### src/rtl/writeback_stage_pl.sv
// rtl/writeback_stage_pl.sv - RV32I writeback stage with one pipeline register
//
// Purpose:
//   Takes one retiring instruction per cycle over a valid/ready handshake and holds it
//   in a single pipeline register. From that register it decides whether the instruction
//   writes a register, aligns and extends load data, and drives the register-bank write
//   port and a forwarding tap.
//
// Ports:
//   clk, reset      rising-edge clock, asynchronous active-high reset
//   in_valid/ready  upstream handshake; in_ready = ~vld | ~stall
//   instruction     32-bit instruction word of the retiring instruction
//   alu_result      ALU result or load effective address
//   mem_rdata       raw aligned-word load data
//   pc_plus4        link value for JAL/JALR
//   stall           register bank busy; hold the current entry
//   w_en, rd, w_data  register-bank write port
//   fwd_valid       forwarding tap valid (same as w_en)
//   misalign        one-cycle pulse when a misaligned load leaves without writing
//   retired_count   retired-instruction counter (only with RETIRE_CNT_EN)
//
// Configuration macro: RETIRE_CNT_EN adds the retired_count port and counter.

module writeback_stage_pl #(
  parameter int XLEN  = 32,
  parameter int NREGS = 32,
  parameter int CNT_W = 32,
  localparam int RD_W = $clog2(NREGS)
) (
  input  logic             clk,
  input  logic             reset,
  input  logic             in_valid,
  output logic             in_ready,
  input  logic [31:0]      instruction,
  input  logic [XLEN-1:0]  alu_result,
  input  logic [XLEN-1:0]  mem_rdata,
  input  logic [XLEN-1:0]  pc_plus4,
  input  logic             stall,
  output logic             w_en,
  output logic [RD_W-1:0]  rd,
  output logic [XLEN-1:0]  w_data,
  output logic             fwd_valid,
`ifdef RETIRE_CNT_EN
  output logic [CNT_W-1:0] retired_count,
`endif
  output logic             misalign
);

  localparam logic [6:0] OP_LOAD  = 7'b0000011;
  localparam logic [6:0] OP_IMM   = 7'b0010011;
  localparam logic [6:0] OP_REG   = 7'b0110011;
  localparam logic [6:0] OP_LUI   = 7'b0110111;
  localparam logic [6:0] OP_AUIPC = 7'b0010111;
  localparam logic [6:0] OP_JAL   = 7'b1101111;
  localparam logic [6:0] OP_JALR  = 7'b1100111;

  localparam logic [2:0] F3_LB  = 3'b000;
  localparam logic [2:0] F3_LH  = 3'b001;
  localparam logic [2:0] F3_LW  = 3'b010;
  localparam logic [2:0] F3_LBU = 3'b100;
  localparam logic [2:0] F3_LHU = 3'b101;

  // Only opcode, funct3 and rd are needed downstream, so only those fields are stored.
  logic                vld_q, vld_d;
  logic [6:0]          opcode_q, opcode_d;
  logic [2:0]          funct3_q, funct3_d;
  logic [RD_W-1:0]     rd_q, rd_d;
  logic [XLEN-1:0]     alu_q, alu_d;
  logic [XLEN-1:0]     rdata_q, rdata_d;
  logic [XLEN-1:0]     link_q, link_d;

  logic                accept;
  logic                leave;
  logic                is_load;
  logic                is_link;
  logic                writes;
  logic                load_misaligned;
  logic [31:0]         ld_word;
  logic [7:0]          ld_byte;
  logic [15:0]         ld_half;
  logic [XLEN-1:0]     ld_value;

  logic                unused_instr_hi;
  assign unused_instr_hi = ^instruction[31:15];

  assign in_ready = ~vld_q | ~stall;
  assign accept   = in_valid & in_ready;
  // An entry leaves the stage on every non-stalled cycle, whether or not it writes.
  assign leave    = vld_q & ~stall;

  always_comb begin
    vld_d    = vld_q;
    opcode_d = opcode_q;
    funct3_d = funct3_q;
    rd_d     = rd_q;
    alu_d    = alu_q;
    rdata_d  = rdata_q;
    link_d   = link_q;
    if (in_ready) begin
      vld_d = in_valid;
    end
    if (accept) begin
      opcode_d = instruction[6:0];
      funct3_d = instruction[14:12];
      rd_d     = instruction[7 +: RD_W];
      alu_d    = alu_result;
      rdata_d  = mem_rdata;
      link_d   = pc_plus4;
    end
  end

  always_ff @(posedge clk or posedge reset) begin
    if (reset) begin
      vld_q    <= 1'b0;
      opcode_q <= '0;
      funct3_q <= '0;
      rd_q     <= '0;
      alu_q    <= '0;
      rdata_q  <= '0;
      link_q   <= '0;
    end else begin
      vld_q    <= vld_d;
      opcode_q <= opcode_d;
      funct3_q <= funct3_d;
      rd_q     <= rd_d;
      alu_q    <= alu_d;
      rdata_q  <= rdata_d;
      link_q   <= link_d;
    end
  end

  always_comb begin
    is_load = (opcode_q == OP_LOAD);
    is_link = (opcode_q == OP_JAL) || (opcode_q == OP_JALR);
    writes  = is_load || is_link || (opcode_q == OP_IMM) || (opcode_q == OP_REG) ||
              (opcode_q == OP_LUI) || (opcode_q == OP_AUIPC);
  end

  // Load alignment: memory returns the whole aligned word; the low address bits pick
  // the byte or halfword lane.
  always_comb begin
    ld_word = rdata_q[31:0];
    case (alu_q[1:0])
      2'd0:    ld_byte = ld_word[7:0];
      2'd1:    ld_byte = ld_word[15:8];
      2'd2:    ld_byte = ld_word[23:16];
      default: ld_byte = ld_word[31:24];
    endcase
    ld_half = alu_q[1] ? ld_word[31:16] : ld_word[15:0];

    load_misaligned = 1'b0;
    case (funct3_q)
      F3_LH, F3_LHU: load_misaligned = is_load & alu_q[0];
      F3_LW:         load_misaligned = is_load & (alu_q[1:0] != 2'b00);
      default:       load_misaligned = 1'b0;
    endcase

    case (funct3_q)
      F3_LB:   ld_value = XLEN'(signed'(ld_byte));
      F3_LBU:  ld_value = XLEN'(ld_byte);
      F3_LH:   ld_value = XLEN'(signed'(ld_half));
      F3_LHU:  ld_value = XLEN'(ld_half);
      default: ld_value = XLEN'(signed'(ld_word));
    endcase
  end

  // Outputs come straight from the pipeline register, so they stay stable under stall
  // and clear immediately on reset.
  always_comb begin
    w_en     = leave & writes & (rd_q != '0) & ~load_misaligned;
    misalign = leave & load_misaligned;
    rd       = rd_q;
    if (is_load) begin
      w_data = ld_value;
    end else if (is_link) begin
      w_data = link_q;
    end else begin
      w_data = alu_q;
    end
  end

  assign fwd_valid = w_en;

`ifdef RETIRE_CNT_EN
  logic [CNT_W-1:0] cnt_q, cnt_d;

  always_comb begin
    cnt_d = cnt_q;
    if (leave) begin
      cnt_d = cnt_q + 1'b1;
    end
  end

  always_ff @(posedge clk or posedge reset) begin
    if (reset) begin
      cnt_q <= '0;
    end else begin
      cnt_q <= cnt_d;
    end
  end

  assign retired_count = cnt_q;
`else
  localparam int unused_cnt_w = CNT_W;
`endif

endmodule
### config.mk
export PLATFORM = sky130hd
export DESIGN_NAME = writeback_stage_pl
export DESIGN_NICKNAME = d
export VERILOG_FILES = /design/src/rtl/writeback_stage_pl.sv
export SDC_FILE = /design/constraint.sdc
export NUM_CORES = 1
export LEC_CHECK = 0
export CAP_MARGIN = 20
export CORE_MARGIN = 4
export CORE_UTILIZATION = 47
export DETAILED_ROUTE_END_ITERATION = 10
export PLACE_DENSITY_LB_ADDON = 0.2
export SLEW_MARGIN = 15
export SYNTH_ARGS = -nofsm -noshare
export SYNTH_HDL_FRONTEND = slang
export SYNTH_SLANG_ARGS = --single-unit
### constraint.sdc
create_clock -name clk -period 4.1 [get_ports clk]
set_input_delay 0.615 -clock clk [delete_from_list [all_inputs] [get_ports clk]]
set_output_delay 0.615 -clock clk [all_outputs]
set_load 0.02 [all_outputs]
==> impl_metrics.py, run 1 <==
metrics = {
    "route": {
        "vias": 3951,
        "drtIter0Drc": 299,
        "avgRoutedWirePerCell_um": 19.4,
        "dr.pass1.iters": 4,
        "detail-route-antenna-nets": 0,
        "wirelength_um": 13900,
        "drc_errors": 0,
        "vias_per_cell": 5.51,
    },
    "timing": {
        "worst_pin_slew_ps": 1090,
        "hold_viol": 0,
        "fin_setup_tns_ps": 0,
        "setup_viol": 0,
        "grt_setup_unrepaired": "false",
        "relSlewSlack": 0.275,
        "max_freq_mhz": 279,
        "finalClockSkew_ps": 6.66,
        "finalMaxSlewViolations": 0,
        "setup_ws_ps": 517,
        "timing.hold.ws_ps": 506,
        "finalCriticalPeriod_ps": 3580,
        "fin_crit_sh": 0.874,
    },
    "floorplan": {
        "pin_count": 173,
        "rows": 39,
        "fp.dieH_um": 116,
        "initial_utilization": 0.480,
        "die-area_um2": 13500,
        "core_area_um2": 11400,
        "die_x_um": 116,
    },
    "setup_path": {
        "worstSetupStartpointType": "flip-flop",
        "r2r_setup_slack_ps": 2060,
        "critPathArrivalTime_ps": 2970,
        "cp-end-kind": "output pin",
        "worstReg2RegStart": "vld_q$_DFFE_PP0N_",
        "worstReg2RegEnd": "rd[4]$_DFFE_PP0P_",
        "path_class": "flip-flop to output pin",
        "rr_worst_depth": 4,
        "path_max_fanout": 15,
        "crit_required_ps": 3480,
    },
    "cts": {
        "clk_pin_slew_ps": 70,
        "cts_setup_buffers": 0,
        "numClockSinks": 112,
        "cts-root-buf": "clkbuf_16",
        "cts_resized": 0,
        "cts_made_buffers": 9,
        "htreeDepth": 3,
        "cts_hold_buf": 0,
        "clk_latency_ps": 350,
        "cts_tree": "done",
        "cts_max_path_buffers": 2,
    },
    "synthesis": {
        "synth_nets": 564,
        "synth_top_area_cell": "dfrtp_1",
        "syn-mean-instance-area_um2": 12.7,
        "synthTopCellsByArea": "dfrtp_1 51%, mux2_2 25%, mux2i_1 5.3%",
        "synth_top_family_by_area": "multiplexers",
        "synth-compound-area-share": 0.0936,
        "synthMuxAreaShare": 0.313,
        "yosys.area_share.simple": 0.0491,
        "ys_types": 39,
        "netlist_instances": 432,
        "netlist.area_leader.share": 0.511,
        "ys_seq_elements": 112,
        "ys_seq_area_frac": 0.511,
        "yosys.area_share.adder": 0,
        "synth_area_um2": 5480,
        "synth_xor_area_frac": 0,
        "yosys_warnings": 0,
    },
    "layout": {
        "final_core_util": 0.652,
        "antenna_cells": 0,
        "instances_no_fill": 717,
        "fillers": 900,
        "area_delta_synth_final_pct": 35.9,
        "nets": 701,
        "drive_above_1_share": 0.260,
    },
    "pwr": {
        "p_leak_nw": 3.10,
        "powerDensity_nw_per_um2": 430,
        "irDropWorstVdd_uv": 340,
    },
    "worst_hold_path": {
        "min_path_type": "flip-flop to flip-flop",
        "holdPathStages": 1,
        "holdPathEnd": "link_q[14]$_DFFE_PP0P_",
        "hold_path_startpoint": "link_q[14]$_DFFE_PP0P_",
    },
    "run": {
        "maxCapViolations": 0,
    },
    "global_route": {
        "antenna_found_initial": 0,
        "grt_usage": 0.214,
        "grt_pass1_wl_um": 21800,
        "grt_max_degree": 62,
        "grt_pass1_vias": 4134,
        "overflow": 0,
    },
    "placed_design": {
        "routabilityCongestion": 0.855,
        "dp.cells": 701,
        "post-place-ws_ps": 905,
        "hpwl_um": 10100,
        "numPortBuffers": 155,
    },
    "run_status": {
        "status": "completed",
    },
}
-- cell type report --
class / instances / area [µm²] / share of cell area
Tap cell: 143 / 179 / 0.0240
Sequential cell: 112 / 2800 / 0.376
Clock buffer: 11 / 243 / 0.0326
Clock inverter: 5 / 104 / 0.0139
Inverter: 3 / 13.8 / 0.00185
Multi-Input combinational cell: 284 / 2500 / 0.336
Timing Repair Buffer: 159 / 1610 / 0.216
-- worst max-delay path by stage --
stage / end / start / depth (start not counted)
after floorplan: alu_q[0]$_DFFE_PP0P_ / reset / 1
after global placement: w_en / opcode_q[2]$_DFFE_PP0P_ / 4
after detailed placement: w_en / opcode_q[2]$_DFFE_PP0P_ / 4
after CTS: w_en / opcode_q[6]$_DFFE_PP0P_ / 4
after global routing: w_data[26] / alu_q[1]$_DFFE_PP0P_ / 5
final: w_data[5] / funct3_q[0]$_DFFE_PP0P_ / 5
-- flip-flops by register name, summed over array words and instances (netlist names) --
| name | cells |
|---|---|
| link_q | 32 |
| opcode_q | 7 |
| alu_q | 32 |
| ld_word | 32 |
| rd | 5 |
| funct3_q | 3 |
| vld_q | 1 |
-- metrics by stage --
stage	power, mW	instance area (µm²)
6_report	3.20	7450
5_1_grt	3.37	7450
4_1_cts	3.24	7450
3_5_place_dp	2.22	7100
3_3_place_gp	2.20	7100
2_1_floorplan	1.87	5480
-- critical path: stages (launching register included) --
cell	delay [ps]
dfrtp_1	620
nor2b_1	280
o21ai_0	720
a21oi_1	150
a32oi_1	210
clkdlybuf4s50_1	640
-- kinds of logic (layout without fill, tap and decap cells) --
group / Yosys count / after routing
simple gates: 54 / 54
flops: 112 / 112
mux: 154 / 154
compound gates: 76 / 76
buf+inv: 36 / 178
-- power by group --
group	leakage (nW)	internal [mW]	switching, mW	total (mW)
combinational	1.62	0.462	0.340	0.802
sequential	1.31	1.27	0.132	1.40
clock	0.170	0.614	0.389	1.00
total	3.10	2.34	0.862	3.20
-- Yosys cell counts --
master	number
a211oi_1	2
a21o_1	1
a21oi_1	14
a222oi_1	1
a22o_1	2
a22oi_1	17
a31oi_1	1
a32oi_1	11
and2_1	1
and2b_1	1
buf_1	1
buf_2	17
buf_4	2
buf_6	2
clkbuf_1	11
dfrtp_1	112
inv_1	3
mux2_2	123
mux2_4	1
mux2i_1	29
mux4_1	1
nand2_1	29
nand2b_1	2
nand3_1	1
nand4_1	1
nand4bb_1	1
nor2_1	5
nor2b_1	4
nor3_1	2
nor3b_1	2
nor3b_2	1
o21ai_0	15
o21bai_1	1
o22ai_1	10
o31a_4	1
or2_2	1
or2b_1	1
or3b_1	1
or4_1	1
-- cells in the final DEF, fill, tap and decap left out, types with 3 or more instances in the layout --
cell,instances
a32oi_1,11
dfrtp_1,112
bufinv_16,3
nor2_1,5
clkbuf_16,9
mux2i_1,29
a22oi_1,17
clkdlybuf4s50_1,155
o22ai_1,10
a21oi_1,14
o21ai_0,15
nand2_1,29
nor2b_1,4
mux2_2,123
-- layer usage --
layer | part of all wire | vias to the layer above | routed length (µm) | GRT usage
li1 | - | 1866 | - | -
met1 | 0.43 | 1933 | 5930 | 0.278
met2 | 0.48 | 130 | 6660 | 0.339
met3 | 0.073 | 22 | 1010 | 0.0721
met4 | 0.022 | 0 | 310 | 0.0712
met5 | 0 | - | 0 | 0
Note: power is estimated with default switching activity, not from simulation.
==> inputs of run 2 (changes only) <==
- CTS_CLUSTER_DIAMETER: default -> 80
==> results of run 2 <==
Same layout as run 1: the final DEF is identical, and so are final timing and power.
==> inputs of run 3 (changes only) <==
- CORE_UTILIZATION: 47 -> 42
- clock period: 4.1 -> 2.9 ns (I/O delays scaled with it)
==> run 3 against run 2 <==
  * Combinational power rose by 38%
  * Clock skew barely moved
  * Sequential power rose by 41%
  * Via count rose by 2.7%
  * First-iteration DRC count shrank 22%
  * Hold slack lost 2.9 ps
  * Sequential share of layout area down 0.55 points
  * Count of clock-buffer cells in the layout stayed put
  * Wire length increased by 1.0%
  * Clock power rose by 45%
  * Largest power group unchanged
  * Final cell count increased by 6.0%
==> impl_metrics.py, run 3 (synthesis results as in run 1) <==
metrics = {
    "run_status": {
        "status": "completed",
    },
    "layout": {
        "stdcell_area_um2": 7570,
        "layout_commonest_cell": "mux2_2",
        "nets": 715,
        "antenna_cells": 0,
        "drive_above_1_share": 0.301,
        "fillers": 1080,
        "area_delta_synth_final_pct": 38.1,
        "multi_input_area_um2": 2510,
        "mostFrequentLayoutCells": "123 x mux2_2, 121 x clkdlybuf4s50_1, 110 x dfrtp_1",
        "instances_no_fill": 760,
        "seq_area_um2": 2810,
    },
    "timing": {
        "finalMaxSlewViolations": 0,
        "fin_crit_sh": 0.961,
        "finalCriticalPeriod_ps": 2790,
        "max_freq_mhz": 359,
        "hold_viol": 0,
        "setup_viol": 0,
        "worst_pin_slew_ps": 635,
        "finalClockSkew_ps": 6.78,
        "grt_setup_unrepaired": "false",
        "relSlewSlack": 0.577,
        "fin_setup_tns_ps": 0,
    },
    "setup_path": {
        "cp-end-kind": "output pin",
        "path_max_fanout": 14,
        "path_class": "flip-flop to output pin",
        "worstReg2RegStart": "vld_q$_DFFE_PP0N_",
        "slowest_delay_ps": 500,
        "crit_required_ps": 2470,
        "path_cells": "nand4_1, or3b_2, buf_4, mux2i_1, o22ai_1, dlygate4sd2_1",
        "startpoint": "opcode_q[2]$_DFFE_PP0P_",
        "worstSetupStartpointType": "flip-flop",
        "crit_slowest_cell": "or3b_2",
        "critPathArrivalTime_ps": 2350,
    },
    "placed_design": {
        "hpwl_um": 10500,
        "dp.cells": 744,
        "routabilityCongestion": 0.812,
        "numPortBuffers": 155,
        "dpl_cell_area_um2": 7260,
    },
    "route": {
        "vias_per_cell": 5.34,
        "vias": 4056,
        "drtIter0Drc": 233,
        "dr.pass1.iters": 4,
        "wirelength_um": 14100,
        "avgRoutedWirePerCell_um": 18.5,
        "detail-route-antenna-nets": 0,
        "drc_errors": 0,
    },
    "cts": {
        "cts_max_path_buffers": 2,
        "clk_pin_slew_ps": 70,
        "cts_tree": "done",
        "cts_made_buffers": 9,
        "cts-root-buf": "clkbuf_16",
        "numClockSinks": 112,
        "cts_setup_buffers": 0,
        "clk_latency_ps": 350,
        "htreeDepth": 3,
    },
    "global_route": {
        "overflow": 0,
        "grt_pass1_vias": 4288,
        "antenna_found_initial": 0,
        "grt_pass1_wl_um": 22500,
        "grt_max_degree": 113,
        "grt_usage": 0.195,
    },
    "worst_hold_path": {
        "hold_path_startpoint": "ld_word[0]$_DFFE_PP0P_",
        "min_path_type": "flip-flop to flip-flop",
    },
    "floorplan": {
        "core_area_um2": 12700,
        "fp.dieH_um": 122,
        "die-area_um2": 14900,
        "pin_count": 173,
        "die_x_um": 122,
        "initial_utilization": 0.431,
        "rows": 41,
    },
    "pwr": {
        "p_leak_nw": 3.23,
        "irDropWorstVdd_uv": 265,
        "powerDensity_nw_per_um2": 598,
        "total_power_mw": 4.52,
    },
    "run": {
        "maxCapViolations": 0,
    },
}
## run 3: changes by cell type in the layout (fill, tap and decap cells not counted), sizes merged, moves of 3 or more
| cell | delta |
|---|---|
| clkinvlp | +3 |
| clkdlybuf4s50 | -34 |
| clkbuf | +8 |
| dlygate4sd2 | +21 |
| clkdlybuf4s15 | +3 |
| buf | +14 |
## run 3: critical path, delay by kind of cell, from the launching register on
family          cells  cell delay [ps]
flops               1              390
compound gates      1              200
simple gates        2              650
mux                 1              160
buf+inv             2              590
## run 3: final cells by class
type / instances / share of cell area
well taps: 172 / 0.0284
clock buffers: 11 / 0.0334
multi-input cells: 284 / 0.332
inverters: 3 / 0.00248
repair buffers: 173 / 0.220
clock inverters: 5 / 0.0136
flip-flops and latches: 112 / 0.371
## run 3: path summary, 6_finish.rpt
check,end,slack (ps),depth (start not counted)
worst max-delay path,w_data[14],110,6
max in group asynchronous,alu_q[30]$_DFFE_PP0P_,1800,3
worst max register to register,link_q[6]$_DFFE_PP0P_,1170,4
worst min-delay path,ld_word[0]$_DFFE_PP0P_,500,1
worst min register to register,ld_word[0]$_DFFE_PP0P_,500,1
min in group asynchronous,opcode_q[3]$_DFFE_PP0P_,580,3
## run 3: routing by layer
layer  part of all wire  GRT usage
met5                  0          0
met4              0.022     0.0714
met3              0.065     0.0419
met2               0.46      0.308
met1               0.45      0.265
## run 3: power breakdown
| part | internal (mW) | total [mW] | switching (mW) | leakage [nW] |
|---|---|---|---|---|
| combinational | 0.618 | 1.11 | 0.495 | 1.75 |
| sequential | 1.79 | 1.97 | 0.176 | 1.31 |
| clock | 0.890 | 1.45 | 0.555 | 0.172 |
| total | 3.30 | 4.52 | 1.23 | 3.23 |
## run 3: timing repair
item / in CTS / in global routing
hold buffers: 0 / 0
gates cloned: 0 / 0
resized for setup: 37 / 21
pin swaps: 0 / 0
setup endpoints to repair: 34 / 13
## run 3: stage by stage
step / hold slack [ps] / util / setup slack, ps
CTS: 509 / 0.596 / 17.4
floorplan: 473 / - / 447
detailed placement: 492 / 0.571 / 175
finish: 503 / 0.595 / 112
global placement: 488 / 0.571 / 182
global route: 516 / 0.595 / 1.50
